### config.mk
export PLATFORM = sky130hd
export DESIGN_NAME = neuro_cfg_loader
export DESIGN_NICKNAME = d
export VERILOG_FILES = /design/src/rtl/neuro_pkg.sv /design/src/rtl/neuro_rb_deser.sv /design/src/rtl/neuro_cfg_loader.sv
export SDC_FILE = /design/constraint.sdc
export NUM_CORES = 1
export LEC_CHECK = 0
export ABC_AREA = 1
export BUFFER_PORTS_ARGS = -buffer_cell sky130_fd_sc_hd__buf_4
export CAP_MARGIN = 20
export CORE_MARGIN = 2
export CORE_UTILIZATION = 51
export CTS_CLUSTER_DIAMETER = 120
export CTS_CLUSTER_SIZE = 8
export DETAILED_ROUTE_END_ITERATION = 8
export PLACE_DENSITY = 0.84
export SYNTH_ARGS = -nofsm -noshare
export SYNTH_HDL_FRONTEND = slang
export SYNTH_SLANG_ARGS = --single-unit
### constraint.sdc
create_clock -name clk -period 2.8 [get_ports clk]
set_clock_uncertainty 0.15 [all_clocks]
set_input_delay 0 -clock clk [delete_from_list [all_inputs] [get_ports clk]]
set_output_delay 0 -clock clk [all_outputs]
set_load 0.1 [all_outputs]
### src/rtl/neuro_pkg.sv
// neuro_pkg: shared chain constants and loader state encoding for the neuron config path.
package neuro_pkg;
    localparam int BITS_PER_NEURON = 17;
    localparam int W_WEIGHT = 3;
    localparam int W_TSEL = 3;
    localparam int W_U = 5;
    typedef enum logic [1:0] {IDLE, LOAD, SHIFT, DONE} ld_state_e;
endpackage

### src/rtl/neuro_rb_deser.sv
// neuro_rb_deser: packs returning chain bits MSB-first into bytes; a short final byte is left-aligned.
module neuro_rb_deser (
    input  logic       clk,
    input  logic       reset,
    input  logic       en,
    input  logic       bit_in,
    input  logic       last,
    output logic [7:0] rb_byte,
    output logic       rb_valid
);
    logic [6:0] sh_q, sh_d;
    logic [2:0] cnt_q, cnt_d;
    logic [7:0] rb_byte_q, rb_byte_d, full;
    logic       rb_valid_q, rb_valid_d;
    always_comb begin
        full = {sh_q, bit_in};
        rb_valid_d = en && (cnt_q == 3'd7 || last);
        sh_d = en ? full[6:0] : sh_q;
        cnt_d = rb_valid_d ? 3'd0 : (en ? cnt_q + 3'd1 : cnt_q);
        // shifting out the unfilled positions drops stale bits and zero-pads the tail
        rb_byte_d = rb_valid_d ? full << (3'd7 - cnt_q) : rb_byte_q;
    end
    always_ff @(posedge clk or posedge reset) begin
        if (reset) begin
            sh_q <= '0;
            cnt_q <= '0;
            rb_byte_q <= '0;
            rb_valid_q <= 1'b0;
        end else begin
            sh_q <= sh_d;
            cnt_q <= cnt_d;
            rb_byte_q <= rb_byte_d;
            rb_valid_q <= rb_valid_d;
        end
    end
    assign rb_byte = rb_byte_q;
    assign rb_valid = rb_valid_q;
endmodule

### src/rtl/neuro_cfg_loader.sv
// neuro_cfg_loader: byte-to-serial loader for the neuron config chain.
// Readback deserialiser is built only when NEURO_CFG_READBACK_EN is defined.
module neuro_cfg_loader
    import neuro_pkg::*;
#(
    parameter int NEURONS = 1,
    parameter int CHAIN_LEN = NEURONS * BITS_PER_NEURON
) (
    input  logic       clk,
    input  logic       reset,
    input  logic       start,
    input  logic [7:0] byte_in,
    input  logic       byte_valid,
    output logic       byte_ready,
    output logic       conf_en,
    output logic       bs_in,
    input  logic       bs_out,
    output logic       busy,
    output logic       done,
    output logic [7:0] rb_byte,
    output logic       rb_valid
);
    localparam int CW = $clog2(CHAIN_LEN + 1);
    ld_state_e   state_q, state_d;
    logic [7:0]  shreg_q, shreg_d;
    logic [CW-1:0] bit_cnt_q, bit_cnt_d;
    logic [2:0]  bib_q, bib_d;
    logic        byte_ready_q, conf_en_q, bs_in_q, busy_q, done_q;
    logic        last_bit;
    // testing before the increment keeps the counter within CHAIN_LEN
    assign last_bit = bit_cnt_q == CW'(CHAIN_LEN - 1);
    always_comb begin
        state_d = state_q;
        shreg_d = shreg_q;
        bit_cnt_d = bit_cnt_q;
        bib_d = bib_q;
        case (state_q)
            IDLE: begin
                bit_cnt_d = '0;
                bib_d = '0;
                state_d = start ? LOAD : IDLE;
            end
            LOAD: begin
                shreg_d = byte_valid ? byte_in : shreg_q;
                state_d = byte_valid ? SHIFT : LOAD;
            end
            SHIFT: begin
                shreg_d = {shreg_q[6:0], 1'b0};
                bit_cnt_d = bit_cnt_q + CW'(1);
                bib_d = bib_q + 3'd1;
                state_d = last_bit ? DONE : (bib_q == 3'd7 ? LOAD : SHIFT);
            end
            default: state_d = IDLE;
        endcase
    end
    // outputs are registered from next-state so they align with the state they describe
    always_ff @(posedge clk or posedge reset) begin
        if (reset) begin
            state_q <= IDLE;
            shreg_q <= '0;
            bit_cnt_q <= '0;
            bib_q <= '0;
            byte_ready_q <= 1'b0;
            conf_en_q <= 1'b0;
            bs_in_q <= 1'b0;
            busy_q <= 1'b0;
            done_q <= 1'b0;
        end else begin
            state_q <= state_d;
            shreg_q <= shreg_d;
            bit_cnt_q <= bit_cnt_d;
            bib_q <= bib_d;
            byte_ready_q <= state_d == LOAD;
            conf_en_q <= state_d == SHIFT;
            bs_in_q <= state_d == SHIFT && shreg_d[7];
            busy_q <= state_d != IDLE;
            done_q <= state_d == DONE;
        end
    end
    assign byte_ready = byte_ready_q;
    assign conf_en = conf_en_q;
    assign bs_in = bs_in_q;
    assign busy = busy_q;
    assign done = done_q;
`ifdef NEURO_CFG_READBACK_EN
    neuro_rb_deser u_rb (
        .clk      (clk),
        .reset    (reset),
        .en       (conf_en_q),
        .bit_in   (bs_out),
        .last     (conf_en_q && last_bit),
        .rb_byte  (rb_byte),
        .rb_valid (rb_valid)
    );
`else
    logic unused_bs_out;
    assign unused_bs_out = bs_out;
    assign rb_byte = 8'h00;
    assign rb_valid = 1'b0;
`endif
endmodule

==> Word level (Yosys, flattened, before mapping) <==
Cells that the tools add are included.
{ "totals": {"input_bits": 13, "output_inout_bits": 14, "regBits": 23, "word_cells": 35} }
{ "op_classes": {"n_eq_ne": 8, "n_reduce_logical": 6, "n_mux": 9, "add_sub_neg": 2} }
{ "ops": {"columns": ["operator", "count"], "rows": [
  ["one-hot mux 8 bit (2 select lines)", 1],
  ["one-hot mux 5 bit (2 select lines)", 1],
  ["2-to-1 mux 8 bit", 1],
  ["equality test 2 bit (second input constant)", 3],
  ["2-to-1 mux 2 bit", 3],
  ["one-hot mux 2 bit (3 select lines)", 1],
  ["one-hot mux 3 bit (2 select lines)", 1],
  ["nonzero test 2 bit", 3],
  ["adder 5 x 1 -> 5 bit (second input constant)", 1],
  ["equality test 5 bit (second input constant)", 1],
  ["equality test 2 x 1 -> 1 bit (second input constant)", 2],
  ["adder 3 x 1 -> 3 bit (second input constant)", 1],
  ["equality test 3 bit (second input constant)", 1],
  ["logical NOT 2 bit", 1],
  ["!= test 2 bit (second input constant)", 1],
  ["AND reduction 2 bit", 1],
  ["logical AND 1 bit", 1],
  ["2-to-1 mux 1 bit", 1]
]} }

==> Depth between registers and ports, before layout <==
{ "depth": {"word_depth": 6, "depth_mapped": 10, "depth_no_buf": 10} }

==> Worst setup path after synthesis <==
OpenSTA, ideal clock, no wires.
{ "synth_timing": {"kind": "register to register", "startpoint": "reg state_q[0]", "endpoint": "reg shreg_q[6]", "path_buffers": 0, "period_less_slack_ps": 1403, "setup_time_ps": 124, "t_required_ps": 2526, "arrival_ps": 1129, "slack_ps": 1397, "stages_incl_launch_ff": 8, "path_cell_list": "dfrtp_1 > inv_1 > ha_1 > nand2_2 > inv_2 > o21ai_1 > a21oi_1 > a21oi_1"} }
{ "synth_between": {"elab_chain_cells": 3, "elab_cells_between_ends": 6, "cone_classes": "3 x eq/ne; 1 x mux; 2 x reduce/logical"} }
{ "synth_rtl": {"columns": ["element", "line", "rtl"], "rows": [
  ["from (decl)", "neuro_cfg_loader.sv:24", "ld_state_e state_q, state_d;"],
  ["from (signal assigned)", "neuro_cfg_loader.sv:69", "state_q <= state_d;"],
  ["equality test 2 x 1 -> 1 bit / equality test 2 bit (equally long branches)", "neuro_cfg_loader.sv:37", "case (state_q)"],
  ["!= test 2 bit (no source line) / nonzero test 2 bit (equally long branches)", null, null],
  ["AND reduction 2 bit (no source line)", null, null],
  ["to (signal assigned)", "neuro_cfg_loader.sv:70", "shreg_q <= shreg_d;"],
  ["to (decl)", "neuro_cfg_loader.sv:25", "logic [7:0] shreg_q, shreg_d;"]
]} }
Parallel ways exist; a longest one is shown, timed or not.
A chain may end at the register's enable or synchronous reset.

==> Final worst setup path <==
{ "layout_timing": {"startpoint": "reg state_q[0]", "endpoint": "reg byte_ready_q, in the netlist byte_ready"} }
{ "layout_between": {"elab_chain_cells": 3, "elab_cells_between_ends": 5, "cone_classes": "3 x eq/ne; 1 x mux; 1 x reduce/logical"} }
{ "layout_rtl": {"columns": ["element", "line", "rtl"], "rows": [
  ["equality test 2 bit (tied with other cells)", "neuro_cfg_loader.sv:37", null],
  ["one-hot mux 2 bit (3 select lines) (*)", "neuro_cfg_loader.sv:37", null],
  ["equality test 2 x 1 -> 1 bit (*)", "neuro_cfg_loader.sv:73", "byte_ready_q <= state_d == LOAD;"],
  ["to (signal assigned)", "neuro_cfg_loader.sv:63", "byte_ready_q <= 1'b0;"],
  ["to (signal assigned)", "neuro_cfg_loader.sv:73", null],
  ["to (decl)", "neuro_cfg_loader.sv:28", "logic byte_ready_q, conf_en_q, bs_in_q, busy_q, done_q;"]
]} }
Every way passes the cells marked *; elsewhere a longest branch is shown, timed or not.

==> results.ini <==
[pwr]
pwr-share-seq_pct = 34.5
p_per_area_nw_per_um2 = 1015
clockPowerShare_pct = 10.2
p_int_w = 0.0007501
sw_frac_of_total_pct = 49.71
leakage_nw = 0.7807
ir_worst_vdd_uv = 654.0
p_switching_w = 0.0007415
pwr-share-comb_pct = 55.3

[synthesis]
synth_top_cell_by_area = dfrtp_1
synth.distinct_cells = 21
syn-cell-area_um2 = 1186
synthAdderAreaFrac_pct = 8.439
muxShareOfSynthArea_pct = 0
synth_warnings = 0
ys_seq_area_share_pct = 48.52
avgSynthCellArea_um2 = 8.852
synth_xor_area_share_pct = 0.7384
synth_top_cell_area_share_pct = 48.52
synth_seq_cells = 23
synthSimpleGateAreaFrac_pct = 13.29
synth_area_leaders = dfrtp_1 (49%), ha_1 (8.4%), inv_1 (7.3%)
synth_top_family_by_area = buffers and inverters
syn_inst = 134
synth_compound_area_share_pct = 14.14

[sta]
finalMaxSlewViolations = 0
max_slew_margin_pct = 43.61
max_freq_ghz = 0.4340
fin_crit_ns = 2.304
finalWorstSetupSlack_ns = 0.4958
rsz0062_at_grt = no
worstMarginPinSlew_ns = 0.8449
hold-worst-slack_ns = 0.2579
tns_ns = 0
finalSetupViolations = 0
finalCritPeriodShare_pct = 82.29
hold_viol = 0

[global_routing]
grt_use_met3_pct = 3.714
grt_overflow_total = 0
grt_most_used_layer = met2
grt_pass1_wl_um = 3498
grt_use_met2_pct = 32.49
antenna_found_initial = 0
grt_pass1_vias = 920
grt_max_degree = 24
grt_util_all_layers_pct = 17.64
met1_usage_pct = 18.95

[routing]
dr.pass1.iters = 4
ant_nets = 0
drc = 0
drt-vias-per-instance = 4.877
routed_wl_um = 2122
wl_per_cell_um = 10.88
drt-initial-drc-count = 15
vias = 951

[layout]
n_antenna_cell = 0
utilization_pct = 66.40
regArea_um2 = 575.6
drive_above_1_share_pct = 16.17
final_area_um2 = 1469
final_cell_mix = inv_1 (23), dfrtp_1 (23), nand2_1 (20)
fill_cells = 184
multi_input_area_um2 = 467.9
areaGrowthSynthToFinish_pct = 23.84
final_nets = 189

[cts]
cts_setup_buffers = 0
h-tree-depth = 1
cts_tree = yes
ctsResizeCount = 0
clk_pin_slew_ns = 0.12
root_buffer = clkbuf_4
clkLatencyLatePin_ns = 0.31
cts_sinks = 23
ctsLongestPathBuffers = 2
numCtsBuffers = 3

[floorplanning]
die_w_um = 52.23
die_y_um = 52.23
start_util_pct = 53.62
fp-row-count = 17
top_level_ports = 27
dieArea_um2 = 2727
core_um2 = 2212

[critical_path]
critPathArrivalTime_ns = 2.41
critPathMaxFanout = 13
r2r.worst_path.cells = 7
cp-startpoint = state_q[0]$_DFF_PP0_
crit_required_ns = 2.91
crit_type = reg2reg
worst_setup_path_start_kind = flip-flop
r2r-start = state_q[0]$_DFF_PP0_
crit_path_end_kind = flip-flop

[place]
dp_hpwl_um = 1543
placed_area_um2 = 1292
place.gp.congestion = 0.8116
pre_cts_ws_ns = 0.9774
port_buffers = 16

[hold_path]
min_path_type = in2async

[flow_run]
max_cap_violations = 0

[status]
status = finished clean

## metrics by stage
stage | total power, W | std cells
after floorplan | 0.001169 | 142
after global placement | 0.001281 | 176
after detailed placement | 0.001318 | 176
after CTS | 0.001497 | 195
after global routing | 0.001595 | 195
final | 0.001492 | 195
## layout make-up
| class | count | area share [%] |
|---|---|---|
| inverter | 25 | 6.388 |
| timing repair buffer | 31 | 18.40 |
| clock buffer | 4 | 1.789 |
| tap | 28 | 2.385 |
| sequential | 23 | 39.18 |
| multi-input combinational | 84 | 31.86 |
## Yosys cell counts
| library cell | n |
|---|---|
| nand4_1 | 2 |
| a22oi_1 | 1 |
| xnor2_1 | 1 |
| conb_1 | 1 |
| nor2_2 | 1 |
| o21ai_0 | 6 |
| dfrtp_1 | 23 |
| inv_2 | 2 |
| nor2_1 | 8 |
| nand3_1 | 1 |
| inv_1 | 23 |
| nand2_2 | 3 |
| buf_4 | 9 |
| ha_1 | 8 |
| a21oi_2 | 1 |
| nand3_2 | 1 |
| a21oi_1 | 12 |
| o21ai_1 | 7 |
| buf_6 | 1 |
| a22o_1 | 3 |
| nand2_1 | 20 |
## state kept, by name (all words and copies together), names as in the netlist
signal      cells
bs_in           1
bit_cnt_q       5
byte_ready      1
state_q         2
shreg_q         8
conf_en         1
done            1
bib_q           3
busy            1
## cell families (layout without fill, tap and decap cells)
family,count (synthesis),after routing
AO/OA/AOI/OAI,30,30
other,1,9
AND/OR/NAND/NOR,36,36
flip-flops,23,23
adder cells (fa/ha/maj),8,8
XOR/XNOR,1,1
buffers and inverters,35,60
## final timing paths
path	end	slack (ns)
hold / removal	bit_cnt_q[0]$_DFFE_PP0P_	0.26
min in group clk	shreg_q[7]$_DFF_PP0_	0.36
max in group asynchronous	bit_cnt_q[1]$_DFFE_PP0P_	1.72
hold reg to reg	shreg_q[7]$_DFF_PP0_	0.36
setup reg to reg	byte_ready$_DFF_PP0_	0.50
setup / recovery	byte_ready$_DFF_PP0_	0.50
## worst max-delay path, cell delays in order, from the launching register on
cell and delay (ns):
dfrtp_1 0.42, inv_1 0.08, ha_1 0.44, inv_1 0.26, a21oi_1 0.18, o21ai_1 0.10
nor2_1 0.08, dlygate4sd3_1 0.54
## per-layer routing
metal,routed length [um],vias to the layer above
met2,1074,35
met4,37,0
met3,126,6
met1,884,436
li1,-,474
met5,0,-
## repair_timing
action / 4_1_cts / 5_1_grt
endpoints found under the setup margin: 0 / 0
endpoints found under the hold margin: 38 / 0
hold buffers: 15 / 0
## power by group through the flow
stage,Combinational (W),Clock (W),Sequential [W]
after floorplan,0.000468,0,0.000701
after global placement,0.000766,0,0.000515
after detailed placement,0.000796,0,0.000522
after CTS,0.000830,0.000152,0.000515
after global routing,0.000900,0.000168,0.000527
final,0.000824,0.000153,0.000515
(Power assumes the default switching activity.)
